===== src/rtl/cnn_stream_pkg.sv =====
// rtl/cnn_stream_pkg.sv - shared FSM type, config addresses and width helper for cnn_stream_engine
package cnn_stream_pkg;

    typedef enum logic [1:0] {
        IDLE,
        RUN,
        DRAIN,
        DONE
    } state_t;

    localparam logic [3:0] CFG_W_LAST = 4'd8;
    localparam logic [3:0] CFG_SHIFT  = 4'd9;
    localparam logic [3:0] CFG_BIAS   = 4'd10;

    function automatic int cnt_w(input int n);
        return (n > 1) ? $clog2(n) : 1;
    endfunction

endpackage


===== src/rtl/cnn_stream_if.sv =====
// rtl/cnn_stream_if.sv - pixel-in / pooled-out valid-ready stream pair for cnn_stream_engine
interface cnn_stream_if #(
    parameter int DATA_WIDTH = 8
);
    logic                  in_valid_i;
    logic                  in_ready_o;
    logic [DATA_WIDTH-1:0] in_data_i;
    logic                  out_valid_o;
    logic                  out_ready_i;
    logic [DATA_WIDTH-1:0] out_data_o;

    modport slave (
        input  in_valid_i, in_data_i, out_ready_i,
        output in_ready_o, out_valid_o, out_data_o
    );

    modport master (
        output in_valid_i, in_data_i, out_ready_i,
        input  in_ready_o, out_valid_o, out_data_o
    );
endinterface


===== src/rtl/cnn_line_window.sv =====
// rtl/cnn_line_window.sv - two line buffers, 3x3 shift window and row/col tracking
module cnn_line_window
    import cnn_stream_pkg::*;
#(
    parameter int DATA_WIDTH = 8,
    parameter int IMG_W      = 28,
    parameter int IMG_H      = 28,
    localparam int CW        = cnt_w(IMG_W),
    localparam int RW        = cnt_w(IMG_H)
) (
    input  logic                       clk_i,
    input  logic                       rst_ni,
    input  logic                       clr_i,
    input  logic                       en_i,
    input  logic                       accept_i,
    input  logic [DATA_WIDTH-1:0]      pix_i,
    output logic [8:0][DATA_WIDTH-1:0] win_o,
    output logic                       win_valid_o,
    output logic [RW-1:0]              conv_row_o,
    output logic [CW-1:0]              conv_col_o,
    output logic                       last_o
);
    localparam logic [CW-1:0] COL_LAST = CW'(IMG_W - 1);
    localparam logic [RW-1:0] ROW_LAST = RW'(IMG_H - 1);
    localparam logic [CW-1:0] COL_TWO  = CW'(2);
    localparam logic [RW-1:0] ROW_TWO  = RW'(2);

    logic [CW-1:0] col_q, col_d, conv_col_q, conv_col_d;
    logic [RW-1:0] row_q, row_d, conv_row_q, conv_row_d;
    logic [IMG_W-1:0][DATA_WIDTH-1:0] lb0_q, lb0_d, lb1_q, lb1_d;
    logic [8:0][DATA_WIDTH-1:0] win_q, win_d;
    logic win_valid_q, win_valid_d;

    // win index is row-major with 0 = oldest row, oldest column
    always_comb begin
        col_d       = col_q;
        row_d       = row_q;
        lb0_d       = lb0_q;
        lb1_d       = lb1_q;
        win_d       = win_q;
        win_valid_d = win_valid_q;
        conv_row_d  = conv_row_q;
        conv_col_d  = conv_col_q;
        if (clr_i) begin
            col_d       = '0;
            row_d       = '0;
            win_valid_d = 1'b0;
        end else if (accept_i) begin
            lb1_d[col_q] = lb0_q[col_q];
            lb0_d[col_q] = pix_i;
            for (int r = 0; r < 3; r++) begin
                win_d[r*3+0] = win_q[r*3+1];
                win_d[r*3+1] = win_q[r*3+2];
            end
            win_d[2]    = lb1_q[col_q];
            win_d[5]    = lb0_q[col_q];
            win_d[8]    = pix_i;
            win_valid_d = (row_q >= ROW_TWO) && (col_q >= COL_TWO);
            conv_row_d  = row_q - ROW_TWO;
            conv_col_d  = col_q - COL_TWO;
            if (col_q == COL_LAST) begin
                col_d = '0;
                row_d = (row_q == ROW_LAST) ? '0 : row_q + RW'(1);
            end else begin
                col_d = col_q + CW'(1);
            end
        end else if (en_i) begin
            win_valid_d = 1'b0;
        end
    end

    always_ff @(posedge clk_i or negedge rst_ni) begin
        if (!rst_ni) begin
            col_q       <= '0;
            row_q       <= '0;
            lb0_q       <= '0;
            lb1_q       <= '0;
            win_q       <= '0;
            win_valid_q <= 1'b0;
            conv_row_q  <= '0;
            conv_col_q  <= '0;
        end else begin
            col_q       <= col_d;
            row_q       <= row_d;
            lb0_q       <= lb0_d;
            lb1_q       <= lb1_d;
            win_q       <= win_d;
            win_valid_q <= win_valid_d;
            conv_row_q  <= conv_row_d;
            conv_col_q  <= conv_col_d;
        end
    end

    assign win_o       = win_q;
    assign win_valid_o = win_valid_q;
    assign conv_row_o  = conv_row_q;
    assign conv_col_o  = conv_col_q;
    assign last_o      = (col_q == COL_LAST) && (row_q == ROW_LAST);

endmodule


===== src/rtl/cnn_stream_engine.sv =====
// rtl/cnn_stream_engine.sv - 3x3 conv, ReLU, requant and 2x2 max-pool stream engine
// CNN_BIAS_EN adds a signed bias register at config address 10.
module cnn_stream_engine
    import cnn_stream_pkg::*;
#(
    parameter int DATA_WIDTH = 8,
    parameter int ACC_WIDTH  = 24,
    parameter int IMG_W      = 28,
    parameter int IMG_H      = 28
) (
    input  logic                 clk_i,
    input  logic                 rst_ni,
    input  logic                 cfg_we_i,
    input  logic [3:0]           cfg_addr_i,
    input  logic [ACC_WIDTH-1:0] cfg_wdata_i,
    input  logic                 start_i,
    output logic                 busy_o,
    output logic                 done_o,
    cnn_stream_if.slave          strm
);
    localparam int CW  = cnt_w(IMG_W);
    localparam int RW  = cnt_w(IMG_H);
    localparam int PW  = (IMG_W - 2) / 2;
    localparam int PH  = (IMG_H - 2) / 2;
    localparam int PIW = cnt_w(PW);
    localparam logic [CW-1:0] COL_KEEP = CW'(2 * PW);
    localparam logic [RW-1:0] ROW_KEEP = RW'(2 * PH);
    localparam logic [ACC_WIDTH-1:0] PIX_MAX = ACC_WIDTH'((1 << DATA_WIDTH) - 1);

    state_t state_q, state_d;
    logic [8:0][DATA_WIDTH-1:0] w_q, w_d;
    logic [3:0] shift_q, shift_d;
`ifdef CNN_BIAS_EN
    logic [ACC_WIDTH-1:0] bias_q, bias_d;
`else
    logic unused_wdata;
    assign unused_wdata = ^cfg_wdata_i[ACC_WIDTH-1:DATA_WIDTH];
`endif

    logic en, in_ready, accept, last_pix, win_valid;
    logic [8:0][DATA_WIDTH-1:0] win;
    logic [RW-1:0] win_row;
    logic [CW-1:0] win_col;

    logic s1_valid_q, s1_valid_d, out_valid_q, out_valid_d;
    logic [DATA_WIDTH-1:0] s1_data_q, s1_data_d, pair_q, pair_d, out_data_q, out_data_d;
    logic [RW-1:0] s1_row_q, s1_row_d;
    logic [CW-1:0] s1_col_q, s1_col_d;
    logic [PW-1:0][DATA_WIDTH-1:0] pool_q, pool_d;

    logic signed [ACC_WIDTH-1:0] acc;
    logic [ACC_WIDTH-1:0] shifted;
    logic [DATA_WIDTH-1:0] requant, pair_max, blk_max;
    logic [PIW-1:0] pidx;

    // one global stall: nothing moves while a result waits at the output
    assign en       = !out_valid_q || strm.out_ready_i;
    assign in_ready = (state_q == RUN) && en;
    assign accept   = strm.in_valid_i && in_ready;

    cnn_line_window #(
        .DATA_WIDTH (DATA_WIDTH),
        .IMG_W      (IMG_W),
        .IMG_H      (IMG_H)
    ) u_window (
        .clk_i       (clk_i),
        .rst_ni      (rst_ni),
        .clr_i       ((state_q == IDLE) && start_i),
        .en_i        (en),
        .accept_i    (accept),
        .pix_i       (strm.in_data_i),
        .win_o       (win),
        .win_valid_o (win_valid),
        .conv_row_o  (win_row),
        .conv_col_o  (win_col),
        .last_o      (last_pix)
    );

    always_comb begin
        w_d     = w_q;
        shift_d = shift_q;
`ifdef CNN_BIAS_EN
        bias_d  = bias_q;
`endif
        if (cfg_we_i && (state_q == IDLE)) begin
            if (cfg_addr_i <= CFG_W_LAST) w_d[cfg_addr_i] = cfg_wdata_i[DATA_WIDTH-1:0];
            else if (cfg_addr_i == CFG_SHIFT) shift_d = cfg_wdata_i[3:0];
`ifdef CNN_BIAS_EN
            else if (cfg_addr_i == CFG_BIAS) bias_d = cfg_wdata_i;
`endif
        end
    end

    always_comb begin
`ifdef CNN_BIAS_EN
        acc = $signed(bias_q);
`else
        acc = '0;
`endif
        for (int k = 0; k < 9; k++) begin
            acc = acc + $signed(ACC_WIDTH'($signed(w_q[k]))) * $signed(ACC_WIDTH'({1'b0, win[k]}));
        end
        shifted = acc[ACC_WIDTH-1] ? '0 : ($unsigned(acc) >> shift_q);
        requant = (shifted > PIX_MAX) ? '1 : shifted[DATA_WIDTH-1:0];
    end

    // even conv rows park pair maxima in pool_q; odd rows finish the 2x2 block
    always_comb begin
        s1_valid_d  = s1_valid_q;
        s1_data_d   = s1_data_q;
        s1_row_d    = s1_row_q;
        s1_col_d    = s1_col_q;
        pair_d      = pair_q;
        pool_d      = pool_q;
        out_valid_d = out_valid_q;
        out_data_d  = out_data_q;
        pidx        = PIW'(s1_col_q >> 1);
        pair_max    = (s1_data_q > pair_q) ? s1_data_q : pair_q;
        blk_max     = (pool_q[pidx] > pair_max) ? pool_q[pidx] : pair_max;
        if (en) begin
            s1_valid_d  = win_valid;
            s1_data_d   = requant;
            s1_row_d    = win_row;
            s1_col_d    = win_col;
            out_valid_d = 1'b0;
            if (s1_valid_q && (s1_row_q < ROW_KEEP) && (s1_col_q < COL_KEEP)) begin
                if (!s1_col_q[0]) begin
                    pair_d = s1_data_q;
                end else if (!s1_row_q[0]) begin
                    pool_d[pidx] = pair_max;
                end else begin
                    out_valid_d = 1'b1;
                    out_data_d  = blk_max;
                end
            end
        end
    end

    always_comb begin
        state_d = state_q;
        case (state_q)
            IDLE:    if (start_i) state_d = RUN;
            RUN:     if (accept && last_pix) state_d = DRAIN;
            DRAIN:   if (!win_valid && !s1_valid_q && en) state_d = DONE;
            DONE:    state_d = IDLE;
            default: state_d = IDLE;
        endcase
    end

    always_ff @(posedge clk_i or negedge rst_ni) begin
        if (!rst_ni) begin
            state_q     <= IDLE;
            w_q         <= '0;
            shift_q     <= '0;
`ifdef CNN_BIAS_EN
            bias_q      <= '0;
`endif
            s1_valid_q  <= 1'b0;
            s1_data_q   <= '0;
            s1_row_q    <= '0;
            s1_col_q    <= '0;
            pair_q      <= '0;
            pool_q      <= '0;
            out_valid_q <= 1'b0;
            out_data_q  <= '0;
        end else begin
            state_q     <= state_d;
            w_q         <= w_d;
            shift_q     <= shift_d;
`ifdef CNN_BIAS_EN
            bias_q      <= bias_d;
`endif
            s1_valid_q  <= s1_valid_d;
            s1_data_q   <= s1_data_d;
            s1_row_q    <= s1_row_d;
            s1_col_q    <= s1_col_d;
            pair_q      <= pair_d;
            pool_q      <= pool_d;
            out_valid_q <= out_valid_d;
            out_data_q  <= out_data_d;
        end
    end

    assign strm.in_ready_o  = in_ready;
    assign strm.out_valid_o = out_valid_q;
    assign strm.out_data_o  = out_data_q;
    assign busy_o           = (state_q != IDLE);
    assign done_o           = (state_q == DONE);

endmodule

===== src/flat_wrapper.sv =====
// flat-port wrapper written by rule: the top's interface ports become plain ports
module cnn_stream_engine_flat import cnn_stream_pkg::*;
#(
    parameter int DATA_WIDTH = 8,
    parameter int ACC_WIDTH  = 24,
    parameter int IMG_W      = 28,
    parameter int IMG_H      = 28
)
  (clk_i, rst_ni, cfg_we_i, cfg_addr_i, cfg_wdata_i, start_i, busy_o, done_o, strm_in_valid_i, strm_in_data_i, strm_out_ready_i, strm_in_ready_o, strm_out_valid_o, strm_out_data_o);
  cnn_stream_if #(.DATA_WIDTH(DATA_WIDTH)) strm_i ();
  input  logic clk_i;
  input  logic rst_ni;
  input  logic cfg_we_i;
  input  logic [3:0] cfg_addr_i;
  input  logic [ACC_WIDTH-1:0] cfg_wdata_i;
  input  logic start_i;
  output logic busy_o;
  output logic done_o;
  input wire logic [$bits(strm_i.in_valid_i)-1:0] strm_in_valid_i;
  input wire logic [$bits(strm_i.in_data_i)-1:0] strm_in_data_i;
  input wire logic [$bits(strm_i.out_ready_i)-1:0] strm_out_ready_i;
  output wire logic [$bits(strm_i.in_ready_o)-1:0] strm_in_ready_o;
  output wire logic [$bits(strm_i.out_valid_o)-1:0] strm_out_valid_o;
  output wire logic [$bits(strm_i.out_data_o)-1:0] strm_out_data_o;
  assign strm_i.in_valid_i = strm_in_valid_i;
  assign strm_i.in_data_i = strm_in_data_i;
  assign strm_i.out_ready_i = strm_out_ready_i;
  assign strm_in_ready_o = strm_i.in_ready_o;
  assign strm_out_valid_o = strm_i.out_valid_o;
  assign strm_out_data_o = strm_i.out_data_o;
  cnn_stream_engine #(.DATA_WIDTH(DATA_WIDTH), .ACC_WIDTH(ACC_WIDTH), .IMG_W(IMG_W), .IMG_H(IMG_H)) u_core (.clk_i(clk_i), .rst_ni(rst_ni), .cfg_we_i(cfg_we_i), .cfg_addr_i(cfg_addr_i), .cfg_wdata_i(cfg_wdata_i), .start_i(start_i), .busy_o(busy_o), .done_o(done_o), .strm(strm_i));
endmodule

===== config.mk =====
export PLATFORM = sky130hd
export DESIGN_NAME = cnn_stream_engine_flat
export DESIGN_NICKNAME = d
export VERILOG_FILES = /design/src/rtl/cnn_stream_pkg.sv /design/src/rtl/cnn_stream_if.sv /design/src/rtl/cnn_line_window.sv /design/src/rtl/cnn_stream_engine.sv /design/src/flat_wrapper.sv
export SDC_FILE = /design/constraint.sdc
export NUM_CORES = 2
export LEC_CHECK = 0
export CORE_ASPECT_RATIO = 0.7
export CORE_MARGIN = 8
export CORE_UTILIZATION = 60
export CTS_BUF_LIST = sky130_fd_sc_hd__clkbuf_8
export DETAILED_ROUTE_END_ITERATION = 10
export GPL_TIMING_DRIVEN = 0
export PLACE_DENSITY = 0.8
export SYNTH_ARGS = -nofsm -noshare
export SYNTH_HDL_FRONTEND = slang
export SYNTH_HIERARCHICAL = 1
export SYNTH_SLANG_ARGS = --single-unit

===== constraint.sdc =====
create_clock -name clk_i -period 8.2 [get_ports clk_i]
set_input_delay 1.64 -clock clk_i [delete_from_list [all_inputs] [get_ports clk_i]]
set_output_delay 1.64 -clock clk_i [all_outputs]
set_load 0.02 [all_outputs]

==> results.json <==
{
  "synth_ff_type": "dfrtp_1",
  "holdBufCountCts": 0,
  "globalRouteTotalUtil_pct": 33.3,
  "dr.pass1.iters": 7,
  "violations": "negative setup slack",
  "cp-start-kind": "flip-flop",
  "layout_setup_ws_ns": -0.914,
  "grt_antenna_before_repair": 5,
  "place_congestion": 1.01,
  "worst_setup_path_end_kind": "flip-flop",
  "synthesis.nets": 6169,
  "initial_core_util_pct": 60.5,
  "relSlewSlack_pct": 1.62,
  "tightest_slew_ns": 1.48,
  "syn_area_um2": 56800,
  "cp_data_arrival_time_ns": 9.81,
  "synthArstFlopShare_pct": 100,
  "rsz0062_at_grt": "yes",
  "globalRouteMet2Util_pct": 44.2,
  "drc_errors": 0,
  "dieWidth_um": 384,
  "post_drt_wl_per_cell_um": 25.5,
  "dpl-instance-area_um2": 58900,
  "hold_class": "flip-flop to flip-flop",
  "avgSynthCellArea_um2": 10.9,
  "postRouteAntennaNets": 0,
  "via_count": 41900,
  "n_fill_cell": 6744,
  "synth-edff-count": 0,
  "core-area_um2": 93900,
  "fin_cells": 6822,
  "htreeDepth": 3,
  "io_buffers": 25,
  "met3_usage_pct": 16.8,
  "synth_seq_area_share_pct": 33.4,
  "crit_path_frequent_cell": "fa_1",
  "area_growth_pct": 10.8,
  "wirelength_um": 174000,
  "min_period_ns": 9.11,
  "use_met1_pct": 47.6,
  "boundaryPins": 54,
  "num_rows": 94,
  "grt_pass1_wl_um": 264000,
  "maxCapViolCount": 0,
  "grt_max_degree": 131,
  "clkSinkCount": 759,
  "grt_pass1_vias": 43200,
  "synth-seq-cells": 759,
  "final-setup-viol-count": 8,
  "hold_violations": 0,
  "post-place-cells": 6497,
  "cts_tree": "built",
  "required_ns": 8.90,
  "yosysWarnings": 6,
  "clk_latency_ns": 0.87,
  "cp_num_buf_inv": 6,
  "clockRootBuffer": "clkbuf_8",
  "final.setup_skew_ns": 0.0850,
  "gr-max-usage-layer": "met1",
  "via_per_inst": 6.14,
  "cpMaxStageDelayCell": "fa_1",
  "dieArea_um2": 105000,
  "synth.distinct_cells": 100,
  "dieHeight_um": 273,
  "drive_gt1_share_pct": 20.7,
  "final_cell_area_um2": 63000,
  "slowest_delay_ns": 0.59,
  "final_nets": 6433,
  "fmax_mhz": 110,
  "crit_type": "flip-flop to flip-flop",
  "first_iter_violations": 5367,
  "drv_slew": 0,
  "path_clk_slew_ns": 0.08,
  "status": "finished, violations left",
  "critPathMaxFanout": 8,
  "synth_cells": 5217,
  "globalRouteOverflowTotal": 0,
  "numCtsBuffers": 113,
  "cts_buffer_depth": 3,
  "critPathTopFamily": "adder cells",
  "hpwlAfterDp_um": 129000,
  "post-route-period-util_pct": 111
}
-- cells in the mapped netlist (49+ instances only) --
cell type,number,share of area [%]
a21oi_1,240,2.1
and2_1,402,4.4
buf_2,65,0.57
clkbuf_1,123,0.81
dfrtp_1,759,33
fa_1,578,20
ha_1,332,7.3
inv_1,651,4.3
mux2_2,343,6.8
mux2i_1,123,2.2
mux4_2,74,2.9
nand2_1,520,3.4
nor2_1,346,2.3
nor2b_1,49,0.54
o21ai_0,115,1.0
-- worst reg2reg max path: cells and delay by family, from the launching register on --
kind	cells	cell delay [ns]
buffers and inverters	6	0.54
XOR/XNOR	1	0.17
AO/OA/AOI/OAI	7	1.57
adder cells (fa/ha/maj)	11	5.42
AND/OR/NAND/NOR	4	0.80
flip-flops	1	0.47
-- registers in the layout, summed over array words and instances, names as in the netlist --
| register | flops |
|---|---|
| u_core/u_window/lb0_q | 224 |
| u_core/u_window/lb1_q | 224 |
| u_core/pool_q | 104 |
| u_core/u_window/win_o | 72 |
| u_core/w_q | 72 |
| u_core/pair_q | 8 |
| u_core/s1_data_q | 8 |
| u_core/strm.out_data_o | 8 |
| u_core/s1_col_q | 5 |
| u_core/s1_row_q | 5 |
| u_core/u_window/col_q | 5 |
| u_core/u_window/conv_col_o | 5 |
| u_core/u_window/conv_row_o | 5 |
| u_core/u_window/row_q | 5 |
| u_core/shift_q | 4 |
| u_core/state_q | 2 |
| u_core/s1_valid_q | 1 |
| u_core/strm.out_valid_o | 1 |
| u_core/u_window/win_valid_o | 1 |
-- cell type report --
cell class / instances / area (um^2) / area share, %
antenna: 4 / 10.0 / 0.0159
buffer: 237 / 1300 / 2.06
clock buffer: 141 / 1940 / 3.08
clock inverter: 63 / 567 / 0.900
inverter: 657 / 2480 / 3.94
multi-input combinational: 3560 / 34600 / 55.0
sequential: 759 / 19100 / 30.4
tap: 1248 / 1560 / 2.48
timing repair buffer: 153 / 1370 / 2.18
-- metrics by stage --
stage / hold WS [ns] / setup WS (ns) / TNS (ns) / util, %
6_report: 0.458 / -0.914 / -7.18 / 67.1
5_1_grt: 0.492 / -1.11 / -8.62 / 67.1
4_1_cts: 0.459 / -0.755 / -5.89 / 66.8
3_5_place_dp: 0.459 / -1.32 / -10.22 / 62.8
3_3_place_gp: 0.453 / -31.06 / - / 62.6
2_1_floorplan: 0.439 / -0.0868 / -0.324 / -
-- path summary, 6_finish.rpt --
check / startpoint / to / slack, ns / depth (start not counted)
setup / recovery: u_core/u_window/win_o[63]$_DFFE_PN0P_ / u_core/s1_data_q[3]$_DFFE_PN0N_ / -0.91 / 29
hold / removal: u_core/u_window/conv_row_o[3]$_DFFE_PN0P_ / u_core/s1_row_q[3]$_DFFE_PN0N_ / 0.46 / 2
setup reg to reg: u_core/u_window/win_o[63]$_DFFE_PN0P_ / u_core/s1_data_q[3]$_DFFE_PN0N_ / -0.91 / 29
hold reg to reg: u_core/u_window/conv_row_o[3]$_DFFE_PN0P_ / u_core/s1_row_q[3]$_DFFE_PN0N_ / 0.46 / 2
max in group asynchronous: rst_ni / u_core/pool_q[68]$_DFFE_PN0P_ / 5.10 / 4
min in group asynchronous: rst_ni / u_core/w_q[49]$_DFFE_PN0P_ / 0.74 / 1
-- timing repair --
| item | CTS | global route |
|---|---|---|
| hold endpoints to repair | 0 | 0 |
| buffers inserted | 111 | 10 |
| pin swaps | 71 | 52 |
| setup endpoints to repair | 8 | 8 |
| gates resized for setup | 178 | 51 |
-- layer usage --
layer / share of wire [%] / vias up
li1: - / 17500
met1: 40 / 21300
met2: 40 / 2743
met3: 17 / 372
met4: 3.3 / 2
met5: 0.0063 / -
-- kinds of logic after synthesis --
kind of cell	after synthesis	synth area share, %
buffers and inverters	898	6.58
and+or+nand+nor	1430	12.0
adders and majority gates	910	27.7
xor gates and xnor gates	31	0.491
AOI/OAI and AO/OA	628	7.07
muxes	561	12.7
DFF	759	33.4
-- cell usage in the layout, fill, tap and decap left out, drive strengths merged, types with 11 or more instances in the layout --
| master | n |
|---|---|
| ha | 332 |
| buf | 244 |
| nand2b | 16 |
| xnor2 | 16 |
| fa | 578 |
| nor3 | 17 |
| clkdlybuf4s50 | 24 |
| nor4 | 11 |
| nand3 | 20 |
| nand2 | 520 |
| dfrtp | 759 |
| a31oi | 22 |
| a211oi | 18 |
| o22ai | 36 |
| a21oi | 258 |
| xor2 | 15 |
| inv | 687 |
| o21a | 12 |
| nor2b | 49 |
| mux2i | 123 |
| o21ai | 176 |
| and2 | 402 |
| clkinv | 23 |
| mux2 | 352 |
| mux4 | 86 |
| nor2 | 347 |
| clkbuf | 263 |
| a22oi | 24 |
Power is not shown: default switching activity piles up to over one toggle a cycle in this logic, so the estimate is an artifact.
